===== src/rtl/axis_tx_pkg.sv =====
`default_nettype none
// ============================================================================
//  Module      : axis_tx_pkg
//  Description : Shared constants, state encoding and helpers for the
//                RDMA-to-Ethernet TX adapter (axis_tx_from_rdma).
//  Revision    : 1.0 - initial release
// ============================================================================
package axis_tx_pkg;

    // Number of 32-bit words in one TXC control packet.
    localparam int TXC_WORDS = 6;

    // TXC word 0: normal transmit, no checksum offload.
    localparam logic [31:0] TXC_FLAG_WORD_DEFAULT = 32'hA000_0000;

    // Adapter state encoding.
    typedef logic [1:0] state_t;
    localparam state_t ST_IDLE = 2'd0;
    localparam state_t ST_TXC  = 2'd1;
    localparam state_t ST_DATA = 2'd2;
    localparam state_t ST_PAD  = 2'd3;

    // Number of valid bytes in a 4-bit keep vector (0..4).
    function automatic logic [2:0] keep_popcount(input logic [3:0] keep);
        return 3'(keep[0]) + 3'(keep[1]) + 3'(keep[2]) + 3'(keep[3]);
    endfunction

endpackage : axis_tx_pkg
`default_nettype wire


===== src/rtl/axis_tx_from_rdma.sv =====
`default_nettype none
// ============================================================================
//  Module      : axis_tx_from_rdma
//  Description : Accepts complete Ethernet frames on an AXI-Stream slave and
//                drives the MAC TX control (TXC) and data (TXD) streams.
//                Each frame is preceded by a 6-word TXC packet; data beats go
//                through one registered stage; short frames are zero-padded
//                up to MIN_FRAME_BYTES. Completed frames are reported with a
//                pulse, their length and a running count.
//  Revision    : 1.0 - initial release
//
//  Ports
//    axis_clk / axis_aresetn     : clock, synchronous active-low reset
//    tx_enable                   : allows a new frame to start (IDLE only)
//    s_axis_t*                   : frame input from the RDMA encapsulator
//    m_axis_txc_t*               : TXC control stream to the MAC
//    m_axis_txd_t*               : TXD data stream to the MAC
//    frame_sent                  : 1-cycle pulse after the final TXD beat
//    frame_len_bytes             : byte count of the last frame (with pad)
//    frames_sent_cnt             : wrapping count of frames sent
// ============================================================================
module axis_tx_from_rdma
    import axis_tx_pkg::*;
#(
    parameter int          MIN_FRAME_BYTES = 60,
    parameter logic [31:0] TXC_FLAG_WORD   = TXC_FLAG_WORD_DEFAULT
) (
    input  logic        axis_clk,
    input  logic        axis_aresetn,
    input  logic        tx_enable,

    input  logic [31:0] s_axis_tdata,
    input  logic [3:0]  s_axis_tkeep,
    input  logic        s_axis_tvalid,
    output logic        s_axis_tready,
    input  logic        s_axis_tlast,

    output logic [31:0] m_axis_txc_tdata,
    output logic [3:0]  m_axis_txc_tkeep,
    output logic        m_axis_txc_tvalid,
    input  logic        m_axis_txc_tready,
    output logic        m_axis_txc_tlast,

    output logic [31:0] m_axis_txd_tdata,
    output logic [3:0]  m_axis_txd_tkeep,
    output logic        m_axis_txd_tvalid,
    input  logic        m_axis_txd_tready,
    output logic        m_axis_txd_tlast,

    output logic        frame_sent,
    output logic [15:0] frame_len_bytes,
    output logic [31:0] frames_sent_cnt
);

    localparam logic [16:0] c_MIN_BYTES = 17'(MIN_FRAME_BYTES);
    localparam bit          c_PAD_EN    = (MIN_FRAME_BYTES != 0);
    localparam logic [2:0]  c_TXC_LAST  = 3'(TXC_WORDS - 1);

    // ------------------------------------------------------------------
    // Registers
    // ------------------------------------------------------------------
    state_t      r_state;
    logic [2:0]  r_txc_idx;
    logic [15:0] r_byte_cnt;
    // Final beat of the frame is sitting in the output stage; no more
    // input or pad words may be loaded until it handshakes.
    logic        r_drain;

    logic [31:0] r_txd_data;
    logic [3:0]  r_txd_keep;
    logic        r_txd_valid;
    logic        r_txd_last;

    logic        r_frame_sent;
    logic [15:0] r_frame_len;
    logic [31:0] r_frames_cnt;

    // ------------------------------------------------------------------
    // Combinational helpers
    // ------------------------------------------------------------------
    state_t      w_state_next;
    logic        w_out_free;
    logic        w_out_fire;
    logic        w_accept;
    logic        w_in_fire;
    logic        w_txc_fire;
    logic [16:0] w_sum17;
    logic [15:0] w_new_cnt;
    logic        w_short;
    logic [16:0] w_round17;
    logic [16:0] w_pad_sum17;
    logic        w_pad_last;
    logic [15:0] w_pad_cnt;
    logic        w_pad_load;
    logic [31:0] w_masked;

    assign w_out_free = !r_txd_valid || m_axis_txd_tready;
    assign w_out_fire = r_txd_valid && m_axis_txd_tready;
    assign w_accept   = (r_state == ST_DATA) && !r_drain && w_out_free;
    assign w_in_fire  = s_axis_tvalid && w_accept;
    assign w_txc_fire = (r_state == ST_TXC) && m_axis_txc_tready;

    // Saturating byte count including the current input beat.
    assign w_sum17   = {1'b0, r_byte_cnt} + 17'(keep_popcount(s_axis_tkeep));
    assign w_new_cnt = w_sum17[16] ? 16'hFFFF : w_sum17[15:0];
    assign w_short   = c_PAD_EN && ({1'b0, w_new_cnt} < c_MIN_BYTES);

    // The short last beat is widened to a full word, so round up to 4.
    assign w_round17 = ({1'b0, w_new_cnt} + 17'd3) & ~17'd3;

    // Pad words: the one reaching the minimum closes the frame. A short
    // frame whose rounded length already equals the minimum still needs
    // one pad word to carry tlast (the data beat had its tlast stripped);
    // the reported length is held at the minimum in that case.
    assign w_pad_sum17 = {1'b0, r_byte_cnt} + 17'd4;
    assign w_pad_last  = (w_pad_sum17 >= c_MIN_BYTES);
    assign w_pad_cnt   = w_pad_last ? c_MIN_BYTES[15:0] : w_pad_sum17[15:0];
    assign w_pad_load  = (r_state == ST_PAD) && !r_drain && w_out_free;

    always_comb begin
        w_masked = '0;
        for (int b = 0; b < 4; b++) begin
            if (s_axis_tkeep[b]) begin
                w_masked[8*b +: 8] = s_axis_tdata[8*b +: 8];
            end
        end
    end

    // ------------------------------------------------------------------
    // FSM: state register
    // ------------------------------------------------------------------
    always_ff @(posedge axis_clk) begin
        if (!axis_aresetn) begin
            r_state <= ST_IDLE;
        end else begin
            r_state <= w_state_next;
        end
    end

    // ------------------------------------------------------------------
    // FSM: next state and TXC outputs
    // ------------------------------------------------------------------
    always_comb begin
        w_state_next      = r_state;
        m_axis_txc_tvalid = 1'b0;
        m_axis_txc_tdata  = '0;
        m_axis_txc_tkeep  = '0;
        m_axis_txc_tlast  = 1'b0;
        case (r_state)
            ST_IDLE: begin
                if (tx_enable && s_axis_tvalid) begin
                    w_state_next = ST_TXC;
                end
            end
            ST_TXC: begin
                m_axis_txc_tvalid = 1'b1;
                m_axis_txc_tkeep  = 4'hF;
                m_axis_txc_tdata  = (r_txc_idx == 3'd0) ? TXC_FLAG_WORD : 32'd0;
                m_axis_txc_tlast  = (r_txc_idx == c_TXC_LAST);
                if (m_axis_txc_tready && (r_txc_idx == c_TXC_LAST)) begin
                    w_state_next = ST_DATA;
                end
            end
            ST_DATA: begin
                if (w_in_fire && s_axis_tlast && w_short) begin
                    w_state_next = ST_PAD;
                end else if (r_drain && w_out_fire) begin
                    w_state_next = ST_IDLE;
                end
            end
            ST_PAD: begin
                if (r_drain && w_out_fire) begin
                    w_state_next = ST_IDLE;
                end
            end
            default: w_state_next = ST_IDLE;
        endcase
    end

    // ------------------------------------------------------------------
    // Datapath: TXC index, byte counter, TXD output stage, statistics
    // ------------------------------------------------------------------
    always_ff @(posedge axis_clk) begin
        if (!axis_aresetn) begin
            r_txc_idx    <= '0;
            r_byte_cnt   <= '0;
            r_drain      <= 1'b0;
            r_txd_data   <= '0;
            r_txd_keep   <= '0;
            r_txd_valid  <= 1'b0;
            r_txd_last   <= 1'b0;
            r_frame_sent <= 1'b0;
            r_frame_len  <= '0;
            r_frames_cnt <= '0;
        end else begin
            r_frame_sent <= 1'b0;

            if (w_out_fire) begin
                r_txd_valid <= 1'b0;
            end

            if (w_out_fire && r_txd_last) begin
                r_frame_sent <= 1'b1;
                r_frame_len  <= r_byte_cnt;
                r_frames_cnt <= r_frames_cnt + 32'd1;
            end

            case (r_state)
                ST_IDLE: begin
                    r_byte_cnt <= '0;
                    r_drain    <= 1'b0;
                    r_txc_idx  <= '0;
                end
                ST_TXC: begin
                    if (w_txc_fire) begin
                        r_txc_idx <= (r_txc_idx == c_TXC_LAST) ? 3'd0
                                                               : r_txc_idx + 3'd1;
                    end
                end
                ST_DATA: begin
                    if (w_in_fire) begin
                        r_txd_valid <= 1'b1;
                        if (s_axis_tlast && w_short) begin
                            r_txd_data <= w_masked;
                            r_txd_keep <= 4'hF;
                            r_txd_last <= 1'b0;
                            r_byte_cnt <= w_round17[15:0];
                        end else begin
                            r_txd_data <= s_axis_tdata;
                            r_txd_keep <= s_axis_tkeep;
                            r_txd_last <= s_axis_tlast;
                            r_byte_cnt <= w_new_cnt;
                            r_drain    <= s_axis_tlast;
                        end
                    end
                end
                ST_PAD: begin
                    if (w_pad_load) begin
                        r_txd_valid <= 1'b1;
                        r_txd_data  <= '0;
                        r_txd_keep  <= 4'hF;
                        r_txd_last  <= w_pad_last;
                        r_byte_cnt  <= w_pad_cnt;
                        r_drain     <= w_pad_last;
                    end
                end
                default: ;
            endcase
        end
    end

    assign s_axis_tready     = w_accept;
    assign m_axis_txd_tdata  = r_txd_data;
    assign m_axis_txd_tkeep  = r_txd_keep;
    assign m_axis_txd_tvalid = r_txd_valid;
    assign m_axis_txd_tlast  = r_txd_last;
    assign frame_sent        = r_frame_sent;
    assign frame_len_bytes   = r_frame_len;
    assign frames_sent_cnt   = r_frames_cnt;

endmodule : axis_tx_from_rdma
`default_nettype wire


===== config.mk =====
export PLATFORM = sky130hd
export DESIGN_NAME = axis_tx_from_rdma
export DESIGN_NICKNAME = d
export VERILOG_FILES = /design/src/rtl/axis_tx_pkg.sv /design/src/rtl/axis_tx_from_rdma.sv
export SDC_FILE = /design/constraint.sdc
export NUM_CORES = 1
export LEC_CHECK = 0
export BUFFER_PORTS_ARGS = -buffer_cell sky130_fd_sc_hd__buf_2
export CAP_MARGIN = 20
export CORE_MARGIN = 5
export CORE_UTILIZATION = 31
export CTS_CLUSTER_DIAMETER = 200
export CTS_CLUSTER_SIZE = 16
export DETAILED_ROUTE_END_ITERATION = 16
export PLACE_DENSITY_LB_ADDON = 0.25
export REMOVE_ABC_BUFFERS = 1
export SETUP_SLACK_MARGIN = 0.05
export SLEW_MARGIN = 10
export SYNTH_ARGS = -nofsm -noshare
export SYNTH_HDL_FRONTEND = slang
export SYNTH_SLANG_ARGS = --single-unit

===== constraint.sdc =====
create_clock -name axis_clk -period 6 [get_ports axis_clk]
set_input_delay 0 -clock axis_clk [delete_from_list [all_inputs] [get_ports axis_clk]]
set_output_delay 0 -clock axis_clk [all_outputs]
set_load 0.005 [all_outputs]

==> run_results.csv, run 1 <==
group,metric,value,unit
floorplanning,start_util,0.3157,
yosys,synthCells,654,
yosys,ys_ff_latch,109,
clocking,post_cts_resized,0,
routing,wire_per_inst,15.57,um
power_and_ir_drop,leakage,3.025,nW
clocking,clock-sinks,109,
critical_path,cp-startpoint,"s_axis_tkeep[0]",
yosys,synth_area,5670,um2
layout,final_cell_area,6997,um2
layout,fin_util,0.3895,
power_and_ir_drop,p_int,1.054,mW
critical_path,cp_slowest_cell,"dlygate4sd3_1",
power_and_ir_drop,fin_total_pwr,1.389,mW
power_and_ir_drop,pwr-share-comb,0.068,
critical_path,r2r-start,"r_byte_cnt[0]$_SDFFE_PN0P_",
yosys,synth_flop_cell,"dfxtp_1",
critical_path,required,6.25,ns
critical_path,r2r_cells,11,
sta,period_share,0.6684,
min_path,hold_path_startpoint,"m_axis_txd_tready",
critical_path,r2r_end,"m_axis_txd_tdata[25]$_SDFFE_PN0P_",
routing,antenna_left,0,
critical_path,worstPathArrival,4.26,ns
yosys,synth_area_per_cell,8.670,um2
floorplanning,dieHeight,145.2,um
layout,final_nets,847,
critical_path,crit_top_cell,"fa_1",
placed_design,placed_area,6351,um2
flow_run,cap_violations,0,
yosys,async_reset_ff_frac,0,
global_route,grt_pass1_vias,4958,
clocking,clock_latency,0.36,ns
placed_design,place.gp.congestion,0.8586,
clocking,clockBufferDepth,2,
sta,fin_setup_tns,0,ns
clocking,path_clk_slew,0.07,ns
global_route,antenna_found_initial,0,
sta,period_minus_slack,4.011,ns
critical_path,worst-path-max-fanout,11,
critical_path,cp.buffers_inverters,4,
global_route,grt_max_degree,61,
clocking,cts_inserted_buffers,9,
floorplanning,die_x,145.2,um
critical_path,worst-path-stages,14,
sta,final_max_slew_viol_count,0,
layout,drive_gt1_frac,0.2219,
power_and_ir_drop,power_frac_seq,0.524,
routing,drcViolationCount,0,
routing,drt_iter0_markers,264,
critical_path,critPathTopFamily,"adder cells",
routing,drt-pass1-iter-count,5,
critical_path,path_cells,"dlygate4sd3_1 -> buf_2 -> fa_1 -> inv_1 -> fa_1 -> inv_1 -> fa_1 -> and4_1 -> nand4_1 -> nand2_1 -> a2111oi_2 -> nand3_2 -> o21a_1 -> a22o_1",
sta,clock_skew,0.008305,ns
floorplanning,num_io_pins,169,
run_status,status,"completed",
sta,rsz0062_at_grt,"no",
clocking,root_buffer,"clkbuf_16",
layout,diodes,0,
yosys,synth_edf_count,0,
power_and_ir_drop,vdd_drop_max,0.1691,mV
yosys,ys_types,65,
global_route,grt_overflow,0,
yosys,synth_warnings,0,
global_route,grt_use_total,0.1460,
yosys,seq_area_frac_synth,0.3848,
clocking,cts_tree,"built",
sta,setup_viol,0,
power_and_ir_drop,switchingPower,0.3348,mW
placed_design,dp_hpwl,11150,um
routing,vias,5149,
critical_path,cp-start-kind,"primary input",
power_and_ir_drop,p_per_area,198.5,nW/um2
sta,timing.slew.headroom,0.3426,
sta,holdWs,0.06003,ns
layout,area_growth,23.39,%
routing,wirelength,16050,um
sta,worst_pin_slew,0.9770,ns
placed_design,io_buffers,138,
floorplanning,die-area,21100,um2
clocking,htree_num_levels,3,
critical_path,end_kind,"flip-flop",
floorplanning,core,17960,um2
critical_path,cpPeakStageDelay,0.54,ns
power_and_ir_drop,p_clk_frac,0.407,
routing,vias_per_cell,4.994,
critical_path,regToRegSetupSlack,2.44,ns
global_route,grt_first_pass_wirelength,25920,um
min_path,hold_path.class,"primary input to flip-flop",
min_path,hold_depth,3,
floorplanning,rows,49,
sta,hold_viol_final,0,
critical_path,crit_type,"primary input to flip-flop",
sta,fmax,0.2493,GHz
power_and_ir_drop,switching_share,0.2411,
critical_path,crit_end,"m_axis_txd_tdata[25]$_SDFFE_PN0P_",
[cells by family after synthesis]
kind of cell / count (synthesis) / share of synthesized area
simple gates: 244 / 0.2231
flops: 109 / 0.3848
xor+xnor: 33 / 0.05097
compound gates: 164 / 0.2218
other cells: 1 / 0.0006613
buf+inv: 89 / 0.08672
mux: 7 / 0.01258
fa+ha+maj: 7 / 0.01942
[power groups by stage]
stage               sequential [mW]  combinational [mW]  clock [mW]
finish                        0.728              0.0950       0.566
global route                  0.729               0.105       0.619
CTS                           0.728              0.0943       0.593
detailed placement            0.745              0.0751           0
global placement              0.745              0.0759           0
floorplan                     0.744              0.0383           0
[cell usage after synthesis (4+ instances only)]
cell / count / area, um2
a21boi_0: 24 / 180.2
a21oi_1: 10 / 50.05
a22o_1: 33 / 289.0
a31oi_1: 13 / 81.33
and2_1: 29 / 181.4
and3_1: 15 / 93.84
and4_1: 9 / 78.83
buf_2: 6 / 30.03
buf_4: 36 / 270.3
clkbuf_1: 31 / 116.4
dfxtp_1: 109 / 2182
ha_1: 4 / 50.05
inv_1: 13 / 48.80
mux2i_1: 6 / 60.06
nand2_1: 79 / 296.5
nand2b_1: 7 / 43.79
nand3_1: 26 / 130.1
nand4_1: 15 / 93.84
nor2_1: 23 / 86.33
nor2b_1: 11 / 68.82
nor3_1: 13 / 65.06
o21a_1: 9 / 67.56
o21ai_0: 31 / 155.2
o221a_2: 6 / 67.56
o22ai_1: 4 / 25.02
or3_1: 4 / 25.02
xnor2_1: 28 / 245.2
xor2_1: 5 / 43.79
[state kept, by name, summed over array words and instances, names as in the netlist]
register and flops:
m_axis_txd_tkeep 4, frame_len_bytes 16, frame_sent 1, r_state 2, r_txc_idx 3, m_axis_txd_tdata 32, r_byte_cnt 16, m_axis_txd_tlast 1
m_axis_txd_tvalid 1, frames_sent_cnt 32, r_drain 1
[placed cells by master (no fill, tap or decap), types with 5 or more instances in the layout]
cell type and n:
nand4_1 15, o221a_2 6, inv_1 13, and3_1 15
nand2b_1 7, xnor2_1 28, a21oi_1 10, nor3_1 12
nor2_1 23, dfxtp_1 109, o21a_1 9, conb_1 30
a31oi_1 13, clkbuf_16 9, a22o_1 33, o21ai_0 31
xor2_1 5, and4_1 9, nand2_1 79, dlygate4sd3_1 37
mux2i_1 6, nor2b_1 10, a21boi_0 24, buf_2 138
and2_1 29, nand3_1 26
[worst min-delay path by stage]
stage                                       end  slack, ns
2_1_floorplan           r_state[0]$_SDFFE_PN0P_       0.12
3_3_place_gp   m_axis_txd_tdata[8]$_SDFFE_PN0P_       0.21
3_5_place_dp   m_axis_txd_tdata[8]$_SDFFE_PN0P_       0.21
4_1_cts            m_axis_txd_tvalid$_SDFF_PN0_       0.04
5_1_grt            m_axis_txd_tvalid$_SDFF_PN0_        0.1
6_report           m_axis_txd_tvalid$_SDFF_PN0_       0.06
[layer usage]
metal / track usage / share of wire
met2: 0.2410 / 0.46
met5: 0 / 0
met4: 0.04011 / 0.015
met1: 0.1906 / 0.46
met3: 0.03586 / 0.066
[worst register-to-register path, stage by stage (launching register included)]
cell and delay [ns]:
dfxtp_1 0.34, inv_1 0.08, fa_1 0.21, inv_1 0.06
fa_1 0.49, and4_1 0.36, nand4_1 0.34, nand2_1 0.11
a2111oi_2 0.48, nand3_2 0.32, o21a_1 0.40, a22o_1 0.27
[per-stage QoR]
stage	cells	setup slack [ns]
after floorplan	607	2.838
after global placement	978	2.264
after detailed placement	978	2.208
after CTS	1031	2.025
after global routing	1031	1.760
final	1031	1.989
[final cells by class]
type | instances | area (um2)
fill | 1821 | 10970
sequential | 109 | 2182
multi-input combinational | 485 | 3113
tap | 229 | 286.5
timing repair buffer | 179 | 1091
clock buffer | 9 | 225.2
inverter | 13 | 48.80
clock inverter | 7 | 50.05
[repair_timing]
action | in CTS | in global routing
hold buffers | 37 | 0
setup buffers | 0 | 0
endpoints found under the hold margin | 37 | 0
Note: power is estimated with default switching activity, not from simulation.
==> inputs of run 2 (changes only) <==
Clock period 6 ns to 3.5 ns, I/O delays scaled along.
==> run_results.csv, run 2 (synthesized netlist as in run 1, its figures left out) <==
group,metric,value,unit
power_and_ir_drop,vdd_drop_max,0.2140,mV
sta,period_share,0.9115,
clocking,cts_inserted_buffers,9,
floorplanning,num_io_pins,169,
power_and_ir_drop,switching_share,0.2314,
floorplanning,core,17960,um2
power_and_ir_drop,pwr-share-comb,0.070,
critical_path,cp.buffers_inverters,6,
power_and_ir_drop,p_int,1.851,mW
layout,fillers,1831,
sta,worst_pin_slew,0.8247,ns
critical_path,cpPeakStageDelay,0.54,ns
power_and_ir_drop,p_clk_frac,0.412,
placed_design,io_buffers,138,
critical_path,r2r_end,"m_axis_txd_tdata[20]$_SDFFE_PN0P_",
global_route,grt_first_pass_wirelength,26070,um
critical_path,worstPathArrival,3.43,ns
critical_path,required,3.74,ns
floorplanning,start_util,0.3157,
critical_path,path_cells,"dlygate4sd3_1 -> buf_2 -> inv_1 -> fa_1 -> inv_1 -> fa_1 -> and4_1 -> a211oi_1 -> a31oi_1 -> a2111oi_2 -> buf_4 -> nand3_2 -> buf_4 -> o21a_1 -> a22o_1",
critical_path,worst-path-max-fanout,8,
sta,clock_skew,0.007617,ns
routing,antenna_left,0,
sta,hold_viol_final,0,
power_and_ir_drop,fin_total_pwr,2.409,mW
sta,rsz0062_at_grt,"no",
placed_design,dp_hpwl,11550,um
power_and_ir_drop,leakage,3.151,nW
clocking,root_buffer,"clkbuf_16",
run_status,status,"completed",
min_path,hold_depth,3,
critical_path,r2r_cells,13,
floorplanning,die_x,145.2,um
layout,drive_gt1_frac,0.2461,
clocking,post_cts_resized,0,
clocking,path_clk_slew,0.07,ns
floorplanning,rows,49,
layout,final_nets,870,
layout,area_growth,26.50,%
layout,fin_util,0.3993,
sta,setup_viol,0,
floorplanning,dieHeight,145.2,um
clocking,htree_num_levels,3,
critical_path,cp_slowest_cell,"dlygate4sd3_1",
sta,timing.slew.headroom,0.4486,
global_route,grt_pass1_vias,5005,
sta,final_max_slew_viol_count,0,
layout,final_common_cell,"buf_2",
min_path,hold_path.class,"primary input to flip-flop",
clocking,clock-sinks,109,
clocking,clock_latency,0.35,ns
min_path,hold_end,"m_axis_txd_tkeep[1]$_SDFFE_PN0P_",
power_and_ir_drop,power_frac_seq,0.518,
routing,vias,5241,
global_route,grt_use_total,0.1476,
sta,fmax,0.3134,GHz
sta,period_minus_slack,3.190,ns
placed_design,place.gp.congestion,0.8628,
layout,stdcell_count,1054,
routing,vias_per_cell,4.972,
critical_path,r2r-start,"r_byte_cnt[0]$_SDFFE_PN0P_",
layout,layout_common_cells,"buf_2, dfxtp_1, nand2_1",
global_route,grt_max_degree,70,
global_route,antenna_found_initial,0,
clocking,cts_tree,"built",
routing,drt_iter0_markers,216,
min_path,hold_path_startpoint,"s_axis_tkeep[1]",
sta,holdWs,0.04813,ns
sta,fin_setup_tns,0,ns
power_and_ir_drop,p_per_area,335.8,nW/um2
placed_design,place_inst,1004,
routing,drcViolationCount,0,
power_and_ir_drop,switchingPower,0.5572,mW
layout,diodes,0,
flow_run,cap_violations,0,
routing,drt-pass1-iter-count,4,
global_route,grt_overflow,0,
critical_path,regToRegSetupSlack,0.35,ns
critical_path,crit_type,"primary input to flip-flop",
clocking,clockBufferDepth,2,
routing,wire_per_inst,15.33,um
critical_path,cp-start-kind,"primary input",
floorplanning,die-area,21100,um2
critical_path,end_kind,"flip-flop",
critical_path,critPathTopFamily,"buffers and inverters",
routing,wirelength,16160,um
run 2: cell count changes in the layout (fill, tap and decap cells not counted):
cell           previous run  this run
inv_8                     1         0
clkinvlp_4                2         1
clkinv_4                  0         1
clkbuf_1                  0         1
buf_4                     4        30
clkbuf_8                  0         2
clkinv_2                  3         1
dlygate4sd3_1            37        34
run 2: metrics by stage:
stage / setup slack (ns) / instance area (um2)
global route: 0.1269 / 7173
floorplan: 0.3382 / 5336
global placement: 0.05353 / 6546
finish: 0.3096 / 7173
detailed placement: 0.02070 / 6546
CTS: 0.3127 / 7173
run 2: worst max-delay path by stage:
stage | slack (ns) | from | end | cells past startpoint
after floorplan | 0.34 | s_axis_tkeep[0] | m_axis_txd_tdata[24]$_SDFFE_PN0P_ | 12
after global placement | 0.05 | s_axis_tkeep[0] | m_axis_txd_tdata[5]$_SDFFE_PN0P_ | 15
after detailed placement | 0.02 | s_axis_tkeep[0] | m_axis_txd_tdata[2]$_SDFFE_PN0P_ | 15
after CTS | 0.31 | s_axis_tkeep[2] | m_axis_txd_tdata[2]$_SDFFE_PN0P_ | 15
after global routing | 0.13 | s_axis_tkeep[2] | r_byte_cnt[5]$_SDFFE_PN0P_ | 15
final | 0.31 | s_axis_tkeep[2] | m_axis_txd_tdata[20]$_SDFFE_PN0P_ | 15
run 2: cell type report:
class / instances / area, um2 / share of cell area
Clock inverter: 4 / 30.03 / 0.004186
Sequential cell: 109 / 2182 / 0.3042
Inverter: 13 / 48.80 / 0.006803
Timing Repair Buffer: 202 / 1256 / 0.1751
Clock buffer: 12 / 256.5 / 0.03576
Multi-Input combinational cell: 485 / 3113 / 0.4340
Tap cell: 229 / 286.5 / 0.03994
run 2: repair_timing:
item	4_1_cts	5_1_grt
hold buffers	34	0
hold endpoints to repair	34	0
buffers inserted	0	0
run 2: power groups by stage:
stage	clock (mW)	sequential [mW]	combinational, mW
final	0.991	1.25	0.170
after global routing	1.09	1.25	0.189
after CTS	1.03	1.25	0.169
after detailed placement	0	1.28	0.140
after global placement	0	1.28	0.141
after floorplan	0	1.27	0.0656
run 2: layer usage:
layer / routed length [um] / global-route usage
met4: 479 / 0.05271
met5: 0 / 0
met2: 7276 / 0.2332
met1: 7447 / 0.1935
met3: 951 / 0.04116
run 2: tightest hold or removal path: stages:
cell and delay, ns:
buf_2 0.10, buf_4 0.11, o221a_2 0.16
==> inputs of run 3 (changes only) <==
Settings changed: CTS_CLUSTER_DIAMETER 200 to default, RECOVER_POWER from default to 100, SKIP_LAST_GASP from default to 1.
==> run_results.csv, run 3 (synthesized netlist as in run 1, its figures left out) <==
group,metric,value,unit
critical_path,crit_type,"primary input to flip-flop",
sta,period_share,0.9214,
global_route,antenna_found_initial,0,
global_route,grt_overflow,0,
critical_path,r2r-start,"r_byte_cnt[0]$_SDFFE_PN0P_",
layout,final_cell_area,7053,um2
routing,vias,5229,
clocking,cts_hold_buf,34,
routing,drt-pass1-iter-count,4,
routing,top_layer,"met4",
sta,clock_skew,0.007962,ns
floorplanning,num_io_pins,169,
routing,antenna_left,0,
clocking,clock-sinks,109,
routing,drt_iter0_markers,200,
floorplanning,start_util,0.3157,
sta,period_minus_slack,3.225,ns
sta,timing.slew.headroom,0.2742,
layout,layout_common_cells,"dfxtp_1, clkbuf_1, nand2_1",
placed_design,placed_area,6546,um2
sta,holdWs,0.04342,ns
global_route,grt_use_total,0.1476,
global_route,grt_first_pass_wirelength,26070,um
critical_path,cp-start-kind,"primary input",
placed_design,place_inst,1004,
critical_path,worst-path-max-fanout,8,
clocking,path_clk_slew,0.07,ns
sta,final_max_slew_viol_count,0,
clocking,cts_inserted_buffers,9,
placed_design,io_buffers,138,
min_path,hold_path.class,"primary input to flip-flop",
routing,wirelength,16260,um
sta,fin_setup_tns,0,ns
routing,met2_wirelength,7288,um
layout,area_growth,24.38,%
placed_design,place.gp.congestion,0.8628,
clocking,htree_num_levels,3,
floorplanning,die_x,145.2,um
routing,wire_per_inst,15.42,um
sta,worst_pin_slew,1.089,ns
power_and_ir_drop,leakage,2.779,nW
clocking,cts_tree,"built",
clocking,root_buffer,"clkbuf_16",
clocking,clock_latency,0.35,ns
critical_path,required,3.74,ns
power_and_ir_drop,vdd_drop_max,0.2136,mV
layout,final_common_cell,"dfxtp_1",
global_route,grt_max_degree,70,
layout,drive_gt1_frac,0.1467,
floorplanning,dieHeight,145.2,um
critical_path,r2r_end,"m_axis_txd_tdata[20]$_SDFFE_PN0P_",
floorplanning,core,17960,um2
clocking,post_cts_resized,0,
critical_path,cp-startpoint,"s_axis_tkeep[2]",
sta,setup_viol,0,
layout,diodes,0,
routing,vias_per_cell,4.961,
sta,hold_viol_final,0,
layout,stdcell_count,1054,
power_and_ir_drop,p_per_area,341.4,nW/um2
clocking,clockBufferDepth,2,
run_status,status,"completed",
floorplanning,rows,49,
routing,wl_met3,896,um
global_route,grt_pass1_vias,5005,
critical_path,crit_end,"m_axis_txd_tdata[20]$_SDFFE_PN0P_",
sta,fmax,0.3101,GHz
sta,rsz0062_at_grt,"no",
critical_path,regToRegSetupSlack,0.32,ns
layout,final_nets,870,
routing,wl_met1,7630,um
floorplanning,die-area,21100,um2
critical_path,r2r_cells,13,
critical_path,end_kind,"flip-flop",
routing,drcViolationCount,0,
clocking,postCtsSetupBuffers,0,
critical_path,worstPathArrival,3.47,ns
flow_run,cap_violations,0,
placed_design,dp_hpwl,11550,um
==> run 3: cell count changes in the layout (fill, tap and decap cells not counted), sizes merged <==
cell | before | now
buf | 168 | 83
clkbuf | 12 | 97
==> run 3: routing by layer <==
metal  vias up  global-route usage
met5         -                   0
met4         0             0.05271
met3        28             0.04116
met2       160              0.2332
met1      2423              0.1935
li1       2618                   -
==> run 3: where the power goes <==
part | internal (mW) | leakage, nW | switching, mW
registers | 1.24 | 0.878 | 0.00614
logic | 0.0829 | 1.76 | 0.0852
clock network | 0.525 | 0.139 | 0.467
total | 1.85 | 2.78 | 0.559
==> run 3: final cells by class <==
| cell class | count | area, um2 |
|---|---|---|
| Fill cell | 1892 | 10910 |
| Multi-Input combinational cell | 485 | 3103 |
| Sequential cell | 109 | 2182 |
| Timing Repair Buffer | 202 | 1146 |
| Tap cell | 229 | 286.5 |
| Clock buffer | 12 | 256.5 |
| Inverter | 13 | 48.80 |
| Clock inverter | 4 | 30.03 |
==> run 3: how the worst min path moves through the flow <==
| stage | startpoint | to | slack (ns) | cells past startpoint |
|---|---|---|---|---|
| after detailed placement | s_axis_tdata[15] | m_axis_txd_tdata[15]$_SDFFE_PN0P_ | 0.22 | 2 |
| after floorplan | axis_aresetn | r_state[0]$_SDFFE_PN0P_ | 0.12 | 1 |
| after global placement | s_axis_tdata[14] | m_axis_txd_tdata[14]$_SDFFE_PN0P_ | 0.21 | 2 |
| final | m_axis_txd_tready | m_axis_txd_tvalid$_SDFF_PN0_ | 0.04 | 3 |
| after global routing | s_axis_tkeep[1] | m_axis_txd_tkeep[1]$_SDFFE_PN0P_ | 0.05 | 3 |
| after CTS | s_axis_tkeep[1] | m_axis_txd_tkeep[1]$_SDFFE_PN0P_ | 0.04 | 3 |
==> run 3: worst max-delay path, stage by stage <==
cell and delay (ns):
dlygate4sd3_1 0.53, clkbuf_1 0.12, inv_1 0.09, fa_1 0.45
inv_1 0.08, fa_1 0.19, and4_1 0.36, and4_1 0.26
o22ai_1 0.11, a2111oi_2 0.24, clkbuf_1 0.18, nand3_1 0.12
buf_4 0.22, o21a_1 0.27, a22o_1 0.23
==> run 3: metrics by stage <==
stage | worst slack (ns) | total power [mW] | utilization
2_1_floorplan | 0.3382 | 1.340 | -
3_3_place_gp | 0.05353 | 1.417 | 0.3644
3_5_place_dp | 0.02070 | 1.416 | 0.3644
4_1_cts | 0.3127 | 2.449 | 0.3993
5_1_grt | 0.06995 | 2.523 | 0.3926
6_report | 0.2750 | 2.408 | 0.3926
